<file path="src/rtl/config_chain_loader.sv">
// rtl/config_chain_loader.sv - writer end of the tile configuration shift chain
//
// Purpose: accepts bitstream words from a host over a valid/ready handshake and
// serialises them MSB first into a tile config chain. Before loading, the chain
// is cleared by holding chain_nreset low. busy/done/error report progress.
// Optional CRC-16-CCITT check over the shifted bits is compiled in when the
// macro CONFIG_LOADER_CRC_EN is defined; otherwise error is tied low.
//
// Ports:
//   clock        in   single clock; the chain shifts on the same edge
//   reset        in   asynchronous, active-high
//   start        in   begin a load (honoured in IDLE/DONE only)
//   word_data    in   host word, MSB shifted first
//   word_valid   in   host word valid
//   word_ready   out  loader accepts a word this cycle
//   chain_data   out  serial bit to tile config_in (0 when not shifting)
//   chain_enable out  shift strobe to tile config_enable
//   chain_nreset out  active-low chain clear to tile config_nreset
//   busy         out  load in progress
//   done         out  load complete (level, held until next start)
//   error        out  CRC mismatch (level)
module config_chain_loader #(
  parameter int WORD_WIDTH   = 8,
  parameter int CHAIN_LENGTH = 36,
  parameter int CLEAR_CYCLES = 2
) (
  input  logic                  clock,
  input  logic                  reset,
  input  logic                  start,
  input  logic [WORD_WIDTH-1:0] word_data,
  input  logic                  word_valid,
  output logic                  word_ready,
  output logic                  chain_data,
  output logic                  chain_enable,
  output logic                  chain_nreset,
  output logic                  busy,
  output logic                  done,
  output logic                  error
);

  localparam int CNT_W = $clog2(CHAIN_LENGTH + 1);
  localparam int BIT_W = $clog2(WORD_WIDTH + 1);
  localparam int CLR_W = $clog2(CLEAR_CYCLES + 1);

  typedef enum logic [2:0] {
    S_IDLE,
    S_CLEAR,
    S_WAIT_WORD,
    S_SHIFT,
    S_CHECK,
    S_DONE
  } state_t;

  state_t                state_q, state_d;
  logic [CNT_W-1:0]      remaining_q, remaining_d;
  logic [BIT_W-1:0]      word_bits_q, word_bits_d;
  logic [CLR_W-1:0]      clr_cnt_q, clr_cnt_d;
  logic [WORD_WIDTH-1:0] shreg_q, shreg_d;

`ifdef CONFIG_LOADER_CRC_EN
  localparam int CRC_WORDS = (16 + WORD_WIDTH - 1) / WORD_WIDTH;
  localparam int CRC_CNT_W = $clog2(CRC_WORDS + 1);

  logic [15:0]          crc_q, crc_d;
  logic [15:0]          crc_exp_q, crc_exp_d;
  logic [CRC_CNT_W-1:0] crc_cnt_q, crc_cnt_d;
  logic                 error_q, error_d;
  logic                 crc_fb;
`endif

  always_ff @(posedge clock or posedge reset) begin
    if (reset) begin
      state_q     <= S_IDLE;
      remaining_q <= '0;
      word_bits_q <= '0;
      clr_cnt_q   <= '0;
      shreg_q     <= '0;
`ifdef CONFIG_LOADER_CRC_EN
      crc_q       <= 16'hFFFF;
      crc_exp_q   <= '0;
      crc_cnt_q   <= '0;
      error_q     <= 1'b0;
`endif
    end else begin
      state_q     <= state_d;
      remaining_q <= remaining_d;
      word_bits_q <= word_bits_d;
      clr_cnt_q   <= clr_cnt_d;
      shreg_q     <= shreg_d;
`ifdef CONFIG_LOADER_CRC_EN
      crc_q       <= crc_d;
      crc_exp_q   <= crc_exp_d;
      crc_cnt_q   <= crc_cnt_d;
      error_q     <= error_d;
`endif
    end
  end

  always_comb begin
    state_d     = state_q;
    remaining_d = remaining_q;
    word_bits_d = word_bits_q;
    clr_cnt_d   = clr_cnt_q;
    shreg_d     = shreg_q;
`ifdef CONFIG_LOADER_CRC_EN
    crc_d       = crc_q;
    crc_exp_d   = crc_exp_q;
    crc_cnt_d   = crc_cnt_q;
    error_d     = error_q;
    crc_fb      = crc_q[15] ^ shreg_q[WORD_WIDTH-1];
`endif
    word_ready   = 1'b0;
    chain_data   = 1'b0;
    chain_enable = 1'b0;
    chain_nreset = 1'b1;
    busy         = 1'b0;
    done         = 1'b0;

    case (state_q)
      S_IDLE, S_DONE: begin
        done = (state_q == S_DONE);
        if (start) begin
          state_d     = S_CLEAR;
          remaining_d = CNT_W'(CHAIN_LENGTH);
          clr_cnt_d   = CLR_W'(CLEAR_CYCLES);
`ifdef CONFIG_LOADER_CRC_EN
          crc_d       = 16'hFFFF;
          crc_cnt_d   = '0;
          error_d     = 1'b0;
`endif
        end
      end

      S_CLEAR: begin
        busy         = 1'b1;
        chain_nreset = 1'b0;
        clr_cnt_d    = clr_cnt_q - CLR_W'(1);
        if (clr_cnt_q <= CLR_W'(1)) begin
          state_d = S_WAIT_WORD;
        end
      end

      S_WAIT_WORD: begin
        busy       = 1'b1;
        word_ready = 1'b1;
        if (word_valid) begin
          shreg_d     = word_data;
          word_bits_d = BIT_W'(WORD_WIDTH);
          state_d     = S_SHIFT;
        end
      end

      S_SHIFT: begin
        busy         = 1'b1;
        chain_enable = 1'b1;
        chain_data   = shreg_q[WORD_WIDTH-1];
        shreg_d      = shreg_q << 1;
        word_bits_d  = word_bits_q - BIT_W'(1);
        // Saturating count: never wraps even if the state were corrupted.
        remaining_d  = (remaining_q != '0) ? remaining_q - CNT_W'(1) : '0;
`ifdef CONFIG_LOADER_CRC_EN
        crc_d        = {crc_q[14:0], 1'b0} ^ (crc_fb ? 16'h1021 : 16'h0000);
`endif
        // The final word may be partial: its unused LSBs are never shifted.
        if (remaining_q <= CNT_W'(1)) begin
`ifdef CONFIG_LOADER_CRC_EN
          state_d = S_CHECK;
`else
          state_d = S_DONE;
`endif
        end else if (word_bits_q <= BIT_W'(1)) begin
          state_d = S_WAIT_WORD;
        end
      end

`ifdef CONFIG_LOADER_CRC_EN
      S_CHECK: begin
        busy       = 1'b1;
        word_ready = 1'b1;
        if (word_valid) begin
          // Words concatenate MSB first; only the low 16 bits form the CRC.
          crc_exp_d = (crc_exp_q << WORD_WIDTH) | 16'(word_data);
          crc_cnt_d = crc_cnt_q + CRC_CNT_W'(1);
          if (crc_cnt_q == CRC_CNT_W'(CRC_WORDS - 1)) begin
            error_d = (crc_exp_d != crc_q);
            state_d = S_DONE;
          end
        end
      end
`endif

      default: begin
        state_d = S_IDLE;
      end
    endcase
  end

`ifdef CONFIG_LOADER_CRC_EN
  assign error = error_q;
`else
  assign error = 1'b0;
`endif

endmodule

</file>
<file path="config.mk">
export PLATFORM = sky130hd
export DESIGN_NAME = config_chain_loader
export DESIGN_NICKNAME = d
export VERILOG_FILES = /design/src/rtl/config_chain_loader.sv
export SDC_FILE = /design/constraint.sdc
export NUM_CORES = 1
export LEC_CHECK = 0
export CORE_ASPECT_RATIO = 1.4
export CORE_MARGIN = 3
export CORE_UTILIZATION = 33
export CTS_BUF_LIST = sky130_fd_sc_hd__clkbuf_8
export DETAILED_ROUTE_END_ITERATION = 16
export PLACE_DENSITY = 0.57
export SYNTH_ARGS = -nofsm -noshare
export SYNTH_HDL_FRONTEND = slang
export SYNTH_SLANG_ARGS = --single-unit
export TNS_END_PERCENT = 5
</file>
<file path="constraint.sdc">
create_clock -name clock -period 1.7 [get_ports clock]
set_clock_uncertainty 0.2 [all_clocks]
set_input_delay 0.425 -clock clock [delete_from_list [all_inputs] [get_ports clock]]
set_output_delay 0.425 -clock clock [all_outputs]
set_load 0.005 [all_outputs]
</file>
==> flow_summary_export.csv <==
group,metric,value,unit
die,num_rows,26,
run_status,violations,"setup timing",
sta,hold_ws,0.2955,ns
placement,hpwl,2226,um
placement,dpl.cell_count,207,
die,die_area,4822,sq um
hold_path,worstHoldPathType,"primary input to async pin",
pwr,power,3.216,mW
die,die_h,80.98,um
clock_network,cts_tree,"yes",
global_route,grtUsageTotal,0.1370,
pwr,ir_drop,1.109,mV
synth,ys.flop_type,"dfrtp_1",
pwr,clock_power_share,0.106,
placement,port_buffers,17,
routing,ant_nets,0,
worst_setup_path,cp.required,1.07,ns
worst_setup_path,crit_type,"flip-flop to output pin",
routing,first_pass_iters,4,
pwr,combinationalPowerShare,0.582,
sta,final.min_clock_period,1.912,ns
pwr,intPower,1.923,mW
routing,wl_met1,1260,um
clock_network,clk_pin_slew_worst_paths,0.08,ns
clock_network,cts_buffers,3,
cells_and_area,design_area,1769,sq um
run_status,status,"complete, but fails checks",
flow_run,maxCapViolations,0,
cells_and_area,area_growth,33.52,%
synth,syn_avg_cell_area,9.672,sq um
routing,vias,1137,
routing,drc,0,
pwr,pwr-share-seq,0.312,
die,initial_core_util,0.3542,
routing,vias_per_cell,5.313,
synth,syn_inst,137,
die,io_pins,19,
clock_network,clkLatencyLatePin,0.26,ns
clock_network,clk_path_buf_depth,2,
placement,dp_slack,-0.2871,ns
synth,ys_seq_area_frac,0.4344,
pwr,p_leak,0.7734,nW
synth,synth_nets,155,
sta,drv_slew,0,
sta,period_share,1.125,
cells_and_area,fin_cells,214,
routing,routed.top_layer,"met4",
clock_network,holdBufCountCts,0,
placement,gp_congestion,0.8292,
sta,rsz0062_at_grt,"yes",
sta,fmax,523.0,MHz
global_route,grt_max_degree,24,
synth,async_reset_ff_frac,1.000,
synth,ys_seq_elements,23,
clock_network,cts_root_buf,"clkbuf_8",
worst_setup_path,worstSetupStartpointType,"flip-flop",
synth,synthDistinctLibCells,45,
cells_and_area,n_fill_cell,364,
pwr,power.switching,1.293,mW
routing,drt-initial-drc-count,36,
die,core,3741,sq um
worst_setup_path,cp_max_fo,4,
pwr,p_sw_frac,0.4021,
pwr,power_density,1818,nW/um^2
worst_setup_path,worstSetupEndpointType,"output pin",
placement,dpl_cell_area,1649,sq um
routing,wl_per_cell,13.98,um
sta,finalSetupViolCount,7,
die,die_w,59.56,um
sta,setup_ws,-0.2121,ns
clock_network,clkSinkCount,23,
synth,synth_edf_count,0,
routing,dr_wl_met2,1532,um
cells_and_area,nNetsFinal,191,
global_route,grt_pass1_vias,1121,
worst_setup_path,cp.arrival,1.29,ns
sta,hold_viol,0,
routing,wl,2991,um
synth,syn_area,1325,sq um
global_route,overflow,0,
routing,met3_length,162,um
cells_and_area,insertedDiodeCount,0,
synth,yosys_warnings,0,
cells_and_area,drive_gt1_frac,0.2791,
clock_network,htree_levels,1,
global_route,grt_pass1_wl,5209,um
global_route,antenna_found_initial,0,
==> layout by cell type, fill, tap and decap left out, types with 3 or more instances in the layout <==
master            n
o21ai_0           4
mux2i_1           8
clkdlybuf4s50_1  11
dfrtp_1          22
o22ai_1           4
o21ai_1           6
inv_1            10
nor4_1            3
buf_6             6
nand2_1          11
buf_4            18
ha_1              5
nor2_1           10
clkbuf_8          3
==> state kept, by name, indices dropped and copies added (netlist names) <==
signal       count
shreg_q          8
clr_cnt_q        2
word_bits_q      4
remaining_q      6
state_q          3
==> synthesized netlist by cell type, types with 2 or more instances <==
cell type  instances  share of area
dfrtp_1           23           0.43
inv_1             11          0.031
nand2_1           11          0.031
nor2_1            11          0.031
o21ai_0           10          0.038
mux2i_1            8          0.060
ha_1               6          0.057
o22ai_1            4          0.019
buf_2              3          0.011
nor3b_1            3          0.017
nor4_1             3          0.014
a21boi_0           2          0.011
a21oi_1            2         0.0076
a311o_1            2          0.015
buf_4              2          0.011
buf_6              2          0.017
mux2_2             2          0.017
nand2b_1           2         0.0094
nor3_1             2         0.0076
o211ai_1           2          0.011
o21a_1             2          0.011
==> worst paths after layout <==
kind	cells after the start	endpoint	from	slack, ns
worst max-delay path	3	chain_nreset	state_q[2]	-0.21
min in group clock	2	shreg_q[2]	shreg_q[1]	0.30
worst max register to register	6	shreg_q[4]	state_q[2]	-0.03
worst min register to register	2	shreg_q[2]	shreg_q[1]	0.30
worst min-delay path	3	shreg_q[6]	reset	0.30
max in group asynchronous	3	remaining_q[3]	reset	0.75
==> power groups by stage <==
| stage | registers (mW) | clock network (mW) | logic, mW |
|---|---|---|---|
| floorplan | 0.948 | 0 | 1.10 |
| global placement | 0.982 | 0 | 1.62 |
| detailed placement | 1.00 | 0 | 1.68 |
| CTS | 0.994 | 0.349 | 1.78 |
| global route | 1.03 | 0.372 | 2.11 |
| finish | 1.00 | 0.340 | 1.87 |
==> metrics by stage <==
step	util	TNS, ns
final	0.4729	-0.7590
after detailed placement	0.4408	-3.798
after CTS	0.4602	-0.9698
after global placement	0.4408	-3.697
after floorplan	-	0
after global routing	0.4729	-1.444
==> worst max-delay path, stage by stage, from the launching register on <==
cell	delay [ns]
dfrtp_1	0.39
buf_6	0.13
or3b_4	0.38
buf_6	0.13
==> cell families after synthesis <==
group,synth area share
xor gates and xnor gates,0.01322
adders and majority gates,0.05666
buffers and inverters,0.07742
other,0.002830
DFF,0.4344
and+or+nand+nor,0.1709
muxes,0.07743
AOI/OAI and AO/OA,0.1671
==> metal layers <==
| layer | GRT usage | up-vias |
|---|---|---|
| li1 | - | 552 |
| met1 | 0.1705 | 547 |
| met2 | 0.2385 | 34 |
| met3 | 0.02226 | 4 |
| met4 | 0.04213 | 0 |
| met5 | 0 | - |
==> final cells by class <==
type,instances,area (sq um),area share
clock buffer,3,41.29,0.02334
clock inverter,1,3.754,0.002122
inverter,11,41.29,0.02334
multi-input combinational,94,694.4,0.3925
sequential,23,576.8,0.3260
tap,42,52.55,0.02970
timing repair buffer,40,359.1,0.2030
==> repair_timing <==
item / CTS / global route
endpoints found under the setup margin: 15 / 20
hold endpoints to repair: 0 / 0
pin swaps: 3 / 1
resized for setup: 35 / 12
setup buffers: 2 / 1
No activity file was read; power rests on OpenSTA's default activity.
==> RTL edit (same flow settings) <==
Add a define of `CONFIG_LOADER_CRC_EN`.
--- a/src/rtl/config_chain_loader.sv
+++ b/src/rtl/config_chain_loader.sv
@@ -20,4 +20,6 @@
 //   done         out  load complete (level, held until next start)
 //   error        out  CRC mismatch (level)
+`define CONFIG_LOADER_CRC_EN
+
 module config_chain_loader #(
   parameter int WORD_WIDTH   = 8,
Check against the original RTL: same outputs for any inputs over 10 cycles, from zero or initial values and one cycle with reset high; that may be too few to reach the edited logic, so the function may still have changed.
==> RTL edit against the unedited design <==
- the flow still finishes with violations (setup timing)
- worst setup slack worse by 0.11 ns
- sequential share of layout area is 2.1 points higher
- critical path depth is 2 higher
- area after synthesis is 100% higher
- clock power is 100% higher
- sequential cell count is 27 higher
- hold slack worse by 0.014 ns
- total power is 110% higher
- design area is 110% higher
- sequential power is 120% higher
- routed wire length is 110% higher
- largest cell class unchanged
==> RTL edit: results (changes against the unedited design) <==
synth_nets: 290  # was 155
grt_pass1_wl_um: 10600  # was 5210 um
drive_above_1_share_pct: 38.6  # was 27.9%
fillCellCount: 758  # was 364
ys_types: 50  # was 45
dpl_cell_area_um2: 3260  # was 1650 um2
synth_area_per_cell_um2: 9.89  # was 9.67 um2
r2r_end: "state_q[2]"  # was shreg_q[4]
outcome: "finished with violations"  # unchanged
yosysSeqAreaShare_pct: 47.4  # was 43.4%
htreeDepth: 2  # was 1
hpwl_um: 4320  # was 2230 um
ys_top_cells_by_area: "dfrtp_1 32%, dfstp_2 16%, xor2_1 5.9%"  # was dfrtp_1 43%, mux2i_1 6.0%, ha_1 5.7%
clk_latency_ns: 0.30  # was 0.26 ns
hp-class: "reg -> reg"  # was in -> async
groute.usage.overall_pct: 14.8  # was 13.7%
r2r-start: "state_q[1]"  # was state_q[2]
vias: 2142  # was 1137
finalSetupViolCount: 54  # was 7
final_cell_count_no_fill: 439  # was 214
power.net_switching_w: 0.00271  # was 0.00129 W
clkTransAtPathRegs_ns: 0.10  # was 0.08 ns
p_leak_nw: 1.59  # was 0.773 nW
wl_per_cell_um: 14.5  # was 14.0 um
grt_pass1_vias: 2152  # was 1121
cts_made_buffers: 5  # was 3
cp.arrival_ns: 1.40  # was 1.29 ns
setup_ws_ns: -0.321  # was -0.212 ns
largestRegisters: "crc_q x16, crc_exp_q x8, shreg_q x8"  # was shreg_q x8, remaining_q x6, word_bits_q x4
crit_path_max_fanout: 2  # was 4
synthTopCellsByCount: "40 x nor2_1, 34 x dfrtp_1, 20 x a21oi_1"  # was 23 x dfrtp_1, 11 x inv_1, 11 x nand2_1, 11 x nor2_1, 10 x o21ai_0
violations: "setup timing"  # unchanged
fin_tns_setup_ns: -5.18  # was -0.759 ns
slowest_delay_ns: 0.41  # was 0.39 ns
dp_slack_ns: -0.431  # was -0.287 ns
drt_first_iter_violations: 52  # was 36
final_nets: 357  # was 191
RTL edit: area by class of cell:
type / instances / area [um2] / area share (%)
clock inverter: 3 / 17.5 / 0.478
timing repair buffer: 74 / 687 / 18.7
clock buffer: 5 / 68.8 / 1.88
tap: 100 / 125 / 3.41
inverter: 11 / 45.0 / 1.23
multi-input combinational: 196 / 1450 / 39.5
sequential: 50 / 1270 / 34.7
RTL edit: layer usage:
layer	GRT usage (%)	vias up	share of wire [%]
li1	-	1064	-
met3	2.01	7	2.0
met5	0	-	0
met1	18.7	1045	43
met2	25.7	26	54
met4	4.43	0	1.1
RTL edit: how the worst max path moves through the flow:
stage | startpoint | to | slack (ns) | cells after the start
after global placement | word_valid | state_q[2] | -0.41 | 5
after CTS | state_q[2] | chain_data | -0.32 | 5
final | state_q[2] | word_ready | -0.32 | 5
after detailed placement | word_valid | state_q[2] | -0.43 | 5
after global routing | state_q[2] | chain_data | -0.39 | 5
after floorplan | state_q[0] | chain_data | -0.09 | 6
RTL edit: critical path: cells and delay by family, from the launching register on:
kind,cells,cell delay (ns)
buffers and inverters,3,0.31
DFF,1,0.41
and+or+nand+nor,1,0.22
AOI/OAI and AO/OA,1,0.15
RTL edit: power by group through the flow:
stage	registers [W]	clock network, W	logic, W
detailed placement	0.00224	0	0.00318
finish	0.00222	0.000687	0.00390
global placement	0.00222	0	0.00313
CTS	0.00222	0.000716	0.00363
global route	0.00229	0.000770	0.00432
floorplan	0.00213	0	0.00209
RTL edit: kinds of logic after synthesis:
logic type / share of synthesized area, %
flops: 47.4
buf+inv: 4.48
fa+ha+maj: 3.27
xor+xnor: 6.86
compound gates: 14.0
mux: 6.40
simple gates: 17.6
RTL edit: what timing repair did:
item                       in CTS  in global routing
resized for setup              63                 23
setup buffers                  12                  1
pin swaps                      13                  2
setup endpoints to repair      41                 55
